--- config.mk ---
export PLATFORM = sky130hd
export DESIGN_NAME = clic_dispatch
export DESIGN_NICKNAME = d
export VERILOG_FILES = /design/src/rtl/clic_pkg.sv /design/src/rtl/clic_prio_stack.sv /design/src/rtl/clic_dispatch.sv
export SDC_FILE = /design/constraint.sdc
export NUM_CORES = 1
export LEC_CHECK = 0
export ABC_AREA = 1
export ABC_CLOCK_PERIOD_IN_PS = 2850
export CORE_ASPECT_RATIO = 1.4
export CORE_UTILIZATION = 55
export DETAILED_ROUTE_END_ITERATION = 16
export PLACE_DENSITY = 0.83
export SYNTH_ARGS = -nofsm -noshare
export SYNTH_HDL_FRONTEND = slang
export SYNTH_HIERARCHICAL = 1
export SYNTH_SLANG_ARGS = --single-unit
--- constraint.sdc ---
create_clock -name clk -period 2.85 [get_ports clk]
set_input_delay 0.4275 -clock clk [delete_from_list [all_inputs] [get_ports clk]]
set_output_delay 0.4275 -clock clk [all_outputs]
set_load 0.01 [all_outputs]
--- src/rtl/clic_pkg.sv ---
// Shared types and default sizing for the CLIC dispatch slice.
package clic_pkg;

  localparam int unsigned NrSourcesDef = 4;
  localparam int unsigned PrioWidthDef = 3;
  localparam int unsigned DepthDef     = 4;

  typedef enum logic [0:0] {
    StIdle,
    StOffer
  } clic_state_e;

endpackage

--- src/rtl/clic_prio_stack.sv ---
// Threshold LIFO: saves the interrupted threshold on each nesting level.
// A simultaneous push and pop replaces the top entry in place.
module clic_prio_stack
  import clic_pkg::*;
#(
  parameter int unsigned Depth    = DepthDef,
  parameter int unsigned Width    = PrioWidthDef,
  localparam int unsigned LvlWidth = $clog2(Depth + 1)
) (
  input  logic                clk,
  input  logic                rst_n,
  input  logic                push_i,
  input  logic                pop_i,
  input  logic [Width-1:0]    data_i,
  output logic [Width-1:0]    top_o,
  output logic [LvlWidth-1:0] level_o,
  output logic                full_o,
  output logic                empty_o
);

  logic [Width-1:0]    mem_q [Depth];
  logic [Width-1:0]    mem_d [Depth];
  logic [LvlWidth-1:0] level_q, level_d;
  logic [LvlWidth-1:0] wr_idx;
  logic                wr_en;
  logic                do_push, do_pop;

  assign full_o  = (level_q == LvlWidth'(Depth));
  assign empty_o = (level_q == '0);
  assign level_o = level_q;

  always_comb begin
    mem_d   = mem_q;
    level_d = level_q;
    wr_en   = 1'b0;
    wr_idx  = level_q;
    top_o   = '0;
    do_pop  = pop_i && !empty_o;
    // A push on a full stack is only legal when the pop frees the top slot.
    do_push = push_i && (!full_o || do_pop);

    if (do_pop && do_push) begin
      wr_en  = 1'b1;
      wr_idx = level_q - LvlWidth'(1);
    end else if (do_push) begin
      wr_en   = 1'b1;
      level_d = level_q + LvlWidth'(1);
    end else if (do_pop) begin
      level_d = level_q - LvlWidth'(1);
    end

    for (int unsigned i = 0; i < Depth; i++) begin
      if (wr_en && (LvlWidth'(i) == wr_idx)) begin
        mem_d[i] = data_i;
      end
      if (LvlWidth'(i + 1) == level_q) begin
        top_o = mem_q[i];
      end
    end
  end

  always_ff @(posedge clk or negedge rst_n) begin
    if (!rst_n) begin
      level_q <= '0;
      for (int unsigned i = 0; i < Depth; i++) begin
        mem_q[i] <= '0;
      end
    end else begin
      level_q <= level_d;
      mem_q   <= mem_d;
    end
  end

endmodule

--- src/rtl/clic_dispatch.sv ---
// Offers the arbiter's winner to the core, tracks the nested threshold and
// pulses the pending-clear of the accepted source.
module clic_dispatch
  import clic_pkg::*;
#(
  parameter int unsigned NrSources = NrSourcesDef,
  parameter int unsigned PrioWidth = PrioWidthDef,
  parameter int unsigned Depth     = DepthDef,
  localparam int unsigned SrcWidth = $clog2(NrSources),
  localparam int unsigned LvlWidth = $clog2(Depth + 1)
) (
  input  logic                 clk,
  input  logic                 rst_n,
  input  logic [SrcWidth-1:0]  index,
  input  logic                 is_interrupt,
  input  logic [PrioWidth-1:0] win_prio,
  input  logic                 irq_ready,
  input  logic                 mret,
  output logic [PrioWidth-1:0] t,
  output logic                 irq_valid,
  output logic [SrcWidth-1:0]  irq_id,
  output logic [NrSources-1:0] clr_pending,
  output logic [LvlWidth-1:0]  level,
  output logic                 err
);

  clic_state_e          state_q, state_d;
  logic [SrcWidth-1:0]  irq_id_q, irq_id_d;
  logic [PrioWidth-1:0] prio_q, prio_d;
  logic [PrioWidth-1:0] t_q, t_d;
  logic [NrSources-1:0] clr_pending_q, clr_pending_d;
  logic                 err_q, err_d;

  logic                 handshake;
  logic                 pop_valid;
  logic [PrioWidth-1:0] stk_top, stk_push_data;
  logic                 stk_full, stk_empty;

  assign handshake = (state_q == StOffer) && irq_ready;
  assign pop_valid = mret && !stk_empty;
  // On return-and-reenter the saved slot must keep the returned-to threshold.
  assign stk_push_data = pop_valid ? stk_top : t_q;

  clic_prio_stack #(
    .Depth (Depth),
    .Width (PrioWidth)
  ) u_prio_stack (
    .clk     (clk),
    .rst_n   (rst_n),
    .push_i  (handshake),
    .pop_i   (mret),
    .data_i  (stk_push_data),
    .top_o   (stk_top),
    .level_o (level),
    .full_o  (stk_full),
    .empty_o (stk_empty)
  );

  always_comb begin
    state_d       = state_q;
    irq_id_d      = irq_id_q;
    prio_d        = prio_q;
    t_d           = t_q;
    clr_pending_d = '0;
    err_d         = err_q | (mret & stk_empty);

    if (pop_valid) begin
      t_d = stk_top;
    end

    unique case (state_q)
      StIdle: begin
        if (is_interrupt && !stk_full) begin
          irq_id_d = index;
          prio_d   = win_prio;
          state_d  = StOffer;
        end
      end
      StOffer: begin
        if (irq_ready) begin
          t_d           = prio_q;
          clr_pending_d = {{(NrSources - 1){1'b0}}, 1'b1} << irq_id_q;
          state_d       = StIdle;
        end
      end
      default: state_d = StIdle;
    endcase
  end

  always_ff @(posedge clk or negedge rst_n) begin
    if (!rst_n) begin
      state_q       <= StIdle;
      irq_id_q      <= '0;
      prio_q        <= '0;
      t_q           <= '0;
      clr_pending_q <= '0;
      err_q         <= 1'b0;
    end else begin
      state_q       <= state_d;
      irq_id_q      <= irq_id_d;
      prio_q        <= prio_d;
      t_q           <= t_d;
      clr_pending_q <= clr_pending_d;
      err_q         <= err_d;
    end
  end

  assign t           = t_q;
  assign irq_valid   = (state_q == StOffer);
  assign irq_id      = irq_id_q;
  assign clr_pending = clr_pending_q;
  assign err         = err_q;

endmodule

* Word level (Yosys, flattened, before mapping) *
Cells that the tools add are included.

cells by class
  add/sub/neg operators = 2
  equal/unequal tests = 8
  shifts and indexed selects = 1
  mux-type cells = 17
  bitwise operators = 4
  reductions and logical operators = 17

operator list
  cell                 number
  $mux 3               10
  $eq 2x3->1 const A   4
  $logic_and 1x1->1    9
  $mux 4               2
  $eq 1x3->1 const A   2
  $logic_not 3->1      2
  $mux 1               4
  $reduce_and 2->1     2
  $shl 1x2->4 const A  1
  $add 3x1->3 const B  1
  $eq 3x3->1 const A   1
  $eq 3x3->1 const B   1
  $sub 3x1->3 const B  1
  $logic_not 1->1      2
  $not 1->1            2
  $pmux 1 s2           1
  $reduce_bool 2->1    1
  $and 1x1->1          1
  $logic_or 1x1->1     1
  $or 1x1->1           1

word-level totals
  bits in registers = 29
  input bits = 10
  output and inout bits = 14
  logic and storage cells = 60

* Longest topological paths before layout *
  word-level depth = 9
  depth in mapped cells = 13
  gate-level depth less buffers = 13

* Modules after synthesis *
Netlist, hierarchy kept.

by module, submodules not included
  module           times used  cells each  area an instance (µm²)  sequential area each (µm²)
  clic_prio_stack  1           143         1021.0                  375.4
  clic_dispatch    1           68          626.9                   350.3

* Worst setup path before layout *
No wires, ideal clock.

  path type = reg-to-reg
  start point = reg u_prio_stack.level_q[0] (netlist: u_prio_stack/level_o[0])
  end point = reg u_prio_stack/mem_q[10] (netlist bit)
  setup time = 0.118 ns
  arrival = 1.927 ns
  required time = 2.732 ns
  slack = 0.805 ns
  cell stages (with the launch flop) = 14
  buffers on the path = 0
  period minus slack after synthesis = 2.045 ns
  cells stage by stage = dfrtp_1 > inv_1 > ha_1 > nand3_1 > nand2_2 > inv_1 > ha_1 > inv_2 > nand2_1 > nand2_1 > nor2_1 > nand3_1 > nand2_1 > nand2_1

between the ends
  cells in the longest elaborated chain, start to end = 9
  elaborated cells on any way between the ends = 23
  those cells by class = add/sub (1); eq/ne (5); mux (8); reduce/logical (9)

RTL lines
  element                   RTL line                                    source
  start: declaration        clic_prio_stack.sv:23                       logic [LvlWidth-1:0] level_q, level_d;
  start signal: assignment  clic_prio_stack.sv:69                       level_q <= level_d;
  $logic_not 3->1           clic_prio_stack.sv:29                       assign empty_o = (level_q == '0);
  $logic_not 1->1           clic_prio_stack.sv:38, clic_dispatch.sv:40
  $logic_and 1x1->1         clic_prio_stack.sv:38, clic_dispatch.sv:40
  $logic_or 1x1->1          clic_prio_stack.sv:40                       do_push = push_i && (!full_o || do_pop);
  $logic_and 1x1->1         clic_prio_stack.sv:40
  $logic_and 1x1->1         clic_prio_stack.sv:42                       if (do_pop && do_push) begin
  $mux 3                    clic_prio_stack.sv:42
  $logic_not 3->1           clic_prio_stack.sv:53                       if (wr_en && (LvlWidth'(i) == wr_idx)) begin
  $logic_and 1x1->1         clic_prio_stack.sv:53
  end signal: assignment    clic_prio_stack.sv:70                       mem_q <= mem_d;
  end: declaration          clic_prio_stack.sv:21                       logic [Width-1:0] mem_q [Depth];

Parallel ways exist; a longest one is shown, timed or not.
A chain may end at the register's enable or synchronous reset.

* Worst setup path in the final report *
  start point = reg u_prio_stack.level_q[0] (netlist: u_prio_stack/level_o[0])
  end point = reg u_prio_stack/mem_q[9] (netlist bit)

The elaborated chain is that of the path after synthesis.

==> flow_summary.rst <==
.. list-table::
   :header-rows: 1

   * - Metric
     - Value
   * - Number of placement rows
     - 23
   * - Clk slew on worst S/H paths
     - roughly 60 ps
   * - Slowest library cell on the worst path
     - sky130_fd_sc_hd__dfrtp_1
   * - Transition at the pin with the smallest max-transition slack
     - about 400 ps
   * - Post-cts hold buffer count
     - 0
   * - Area share of the leading cell type in the synthesized netlist
     - roughly 44%
   * - Area of the die
     - 3220 um2
   * - Worst R2R Start
     - u_prio_stack/level_o[0]
   * - Count of filler cells inserted in the layout
     - between 200 and 250
   * - Critical path capture point type
     - register
   * - Number of antenna diodes
     - 0
   * - Setup tns final
     - 0 ps
   * - Number of warnings issued by yosys
     - 6
   * - Post-synth cell types
     - 23
   * - Crit Path Class
     - register to register
   * - Clock Skew
     - 7.12 ps
   * - Number of max-capacitance violations reported
     - 0
   * - Number of H-tree levels
     - 2
   * - Antenna-violating nets left
     - 0
   * - Critical path cell sequence
     - inv_1 > ha_1 > nand3_1 > nand2_2 > inv_1 > ha_1 > inv_2 > nand2_1 > nand2_1 > nor2_1 > nand3_1 > nand2_1 > nand2_1
   * - Final critical-path required period
     - 2280 ps
   * - CP max stage delay
     - around 470 ps
   * - I/O Pins
     - 24
   * - Critical Path Start Type
     - register
   * - Global placer's final weighted congestion
     - between 0.8 and 0.9
   * - CTS Sinks
     - 29
   * - Final hold slack
     - 467 ps
   * - Most area-hungry cell type in the Yosys netlist
     - sky130_fd_sc_hd__dfrtp_1
   * - Post-synth net total
     - roughly 230
   * - Fraction of layout cells with a size suffix above 1
     - between 10% and 20%
   * - Leakage power total
     - around 0.0011 uW
   * - Mean area per synthesized cell
     - 7.81 um2
   * - Via count of the first global-routing pass
     - roughly 1300
   * - Hold violation total from the final report
     - 0
   * - Buffers inserted during post-CTS setup optimization
     - 0
   * - Share of the cycle needed by the critical path after routing
     - between 70% and 80%
   * - Worst Path Max Fanout
     - 7
   * - Global-route congestion overflow total
     - 0
   * - RSZ-0062 raised after global routing
     - no
   * - Residual DRC count
     - 0
   * - Synth area leaders
     - sky130_fd_sc_hd__dfrtp_1 44%, sky130_fd_sc_hd__nand2_1 16%, sky130_fd_sc_hd__inv_1 6.6%, sky130_fd_sc_hd__ha_1 6.1%, sky130_fd_sc_hd__nand3_1 5.5%
   * - Global-route wire length before repair
     - roughly 5700 um
   * - Worst Path Buf+Inv
     - 3
   * - Die W
     - 48.3 um
   * - Multi-input logic area
     - 774 um2
   * - Relative max-transition margin
     - 72.7%
   * - Cell at the root of the clock tree
     - sky130_fd_sc_hd__clkbuf_8
   * - Result of the run
     - finished, final reports clean
   * - Final Slew Violations
     - 0
   * - Initial standard-cell utilization of the core
     - between 50 and 60%
   * - Detailed-placement wirelength estimate
     - approximately 2500 um
   * - FF+latch count, synth
     - 29
   * - Final-stage net count
     - 257
   * - Required time of the critical path
     - 3020 ps
   * - Area taken by flip-flops and latches
     - between 700 and 800 um2
   * - Routed wire per std cell
     - approximately 12 um
   * - Post-route total power
     - 2090 uW
   * - Post-synth EDFFs
     - 0
   * - Maximum vdd drop
     - between 0.0008 and 0.0009 V
   * - Initial antenna violation count
     - 0
   * - Leading cell type by number of instances after synthesis
     - sky130_fd_sc_hd__nand2_1
   * - Clock latency reported for the late side of the worst-skew pair
     - ~280 ps
   * - Top cells by count, synth
     - 71 x sky130_fd_sc_hd__nand2_1, 29 x sky130_fd_sc_hd__dfrtp_1, 29 x sky130_fd_sc_hd__inv_1, 18 x sky130_fd_sc_hd__nand3_1, 12 x sky130_fd_sc_hd__nand4_1
   * - Setup Viol. Count Final
     - 0
   * - Share of flip-flops with an asynchronous set or reset after synthesis
     - 100%
   * - TritonRoute pass-1 iters
     - 4
   * - Area added between synthesis and finish
     - 20.6%
   * - Logic depth of the worst register-to-register path
     - 13
   * - Pwr per Cell Area
     - about 1100 nW/um2
   * - Port buffer count
     - 23
   * - Core area
     - roughly 2800 um2
   * - Overall fraction of global-route tracks in use
     - 25.6%
   * - Path category of the worst min-delay check
     - register to register
   * - Worst r2r dst
     - u_prio_stack/mem_q[9]
   * - Gate family responsible for the most delay along the worst path
     - simple AND/OR/NAND/NOR gates
   * - CP most frequent cell
     - sky130_fd_sc_hd__nand2_1
   * - Pin count of the biggest net entering global routing
     - 30
   * - Num CTS Buffers
     - 5
   * - Worst path setup slack after routing
     - roughly 570 ps
   * - Routed vias
     - about 1400
   * - Routed Wire Length
     - roughly 3300 um
   * - Share of synthesized area occupied by flip-flops and latches
     - between 40% and 50%
   * - CTS tree
     - done
   * - Critical path data arrival time
     - roughly 2400 ps
   * - Startpoint of the most critical setup path
     - u_prio_stack/level_o[0]
   * - Hold path depth
     - 1
   * - Clock Path Buffers
     - 2
   * - Drt initial violations
     - 53
   * - Hold Crit Endpoint
     - err
   * - Reg2reg setup slack
     - between 500 and 600 ps
   * - Dpl ws
     - 351 ps
   * - Instance count of the mapped netlist
     - 211
   * - Launch instance of the worst min-delay path
     - err
   * - Highest clock rate
     - 439 MHz
   * - PostCTS Resize Cnt
     - 0
   * - Die height
     - between 60 and 70 um
   * - Most instantiated flip-flop cell in the synthesis netlist
     - sky130_fd_sc_hd__dfrtp_1
   * - Routed via count divided by cell count
     - 5.17
   * - Cell area after synthesis
     - about 1600 um2
registers in the layout (all words and copies together), names as in the netlist:
register and flops:
u_prio_stack/mem_q 12, prio_q 3, irq_valid 1, irq_id 2
t 3, err 1, clr_pending 4, u_prio_stack/level_o 3
how the worst max path moves through the flow:
stage / slack (ps) / end / cells after the start
2_1_floorplan: 800 / u_prio_stack/mem_q[10] / 13
3_3_place_gp: 400 / u_prio_stack/mem_q[11] / 13
3_5_place_dp: 350 / u_prio_stack/mem_q[9] / 13
4_1_cts: 580 / u_prio_stack/mem_q[9] / 13
5_1_grt: 290 / u_prio_stack/mem_q[10] / 13
6_report: 570 / u_prio_stack/mem_q[9] / 13
where the power goes:
part | leakage, uW | internal (uW) | total [uW] | switching [uW]
Sequential | 0.000364 | 577 | 711 | 134
Combinational | 0.000648 | 423 | 1060 | 640
Clock | 0.0000450 | 169 | 319 | 150
Total | 0.00106 | 1170 | 2090 | 924
cells by family (layout without fill, tap and decap cells):
group / after synthesis / count (layout) / synth area share (%)
simple gates: 128 / 128 / 36.5
buf+inv: 35 / 64 / 8.96
flops: 29 / 29 / 44.0
compound gates: 10 / 10 / 3.87
fa+ha+maj: 8 / 8 / 6.07
xor+xnor: 1 / 1 / 0.532
per-stage QoR:
step / cell area (um2) / utilization, % / std cells
floorplan: 1650 / - / 211
global placement: 1900 / 66.8 / 269
detailed placement: 1900 / 66.8 / 269
finish: 1990 / 69.7 / 277
global route: 1990 / 69.7 / 277
CTS: 1990 / 69.7 / 277
layout make-up:
| cell class | instances | share of cell area (%) |
|---|---|---|
| inverter | 32 | 6.05 |
| clock buffer | 6 | 3.65 |
| multi-input combinational | 147 | 39.0 |
| timing repair buffer | 24 | 12.0 |
| clock inverter | 2 | 0.504 |
| sequential | 29 | 36.5 |
| tap | 37 | 2.33 |
layer usage:
| metal | share of wire [%] | global-route usage, % |
|---|---|---|
| met1 | 42 | 30.3 |
| met2 | 53 | 43.2 |
| met3 | 2.8 | 4.88 |
| met4 | 1.3 | 10.4 |
| met5 | 0 | 0 |
placed cells by master (no fill, tap or decap), types with 4 or more instances in the layout:
cell type	instances
sky130_fd_sc_hd__clkbuf_8	5
sky130_fd_sc_hd__nand2_1	71
sky130_fd_sc_hd__nand3_1	18
sky130_fd_sc_hd__nor2_1	7
sky130_fd_sc_hd__nand2_2	6
sky130_fd_sc_hd__clkdlybuf4s50_1	23
sky130_fd_sc_hd__nand4_1	12
sky130_fd_sc_hd__inv_1	29
sky130_fd_sc_hd__nor3_1	4
sky130_fd_sc_hd__ha_1	8
sky130_fd_sc_hd__dfrtp_1	29
No activity file was read; power rests on OpenSTA's default activity.
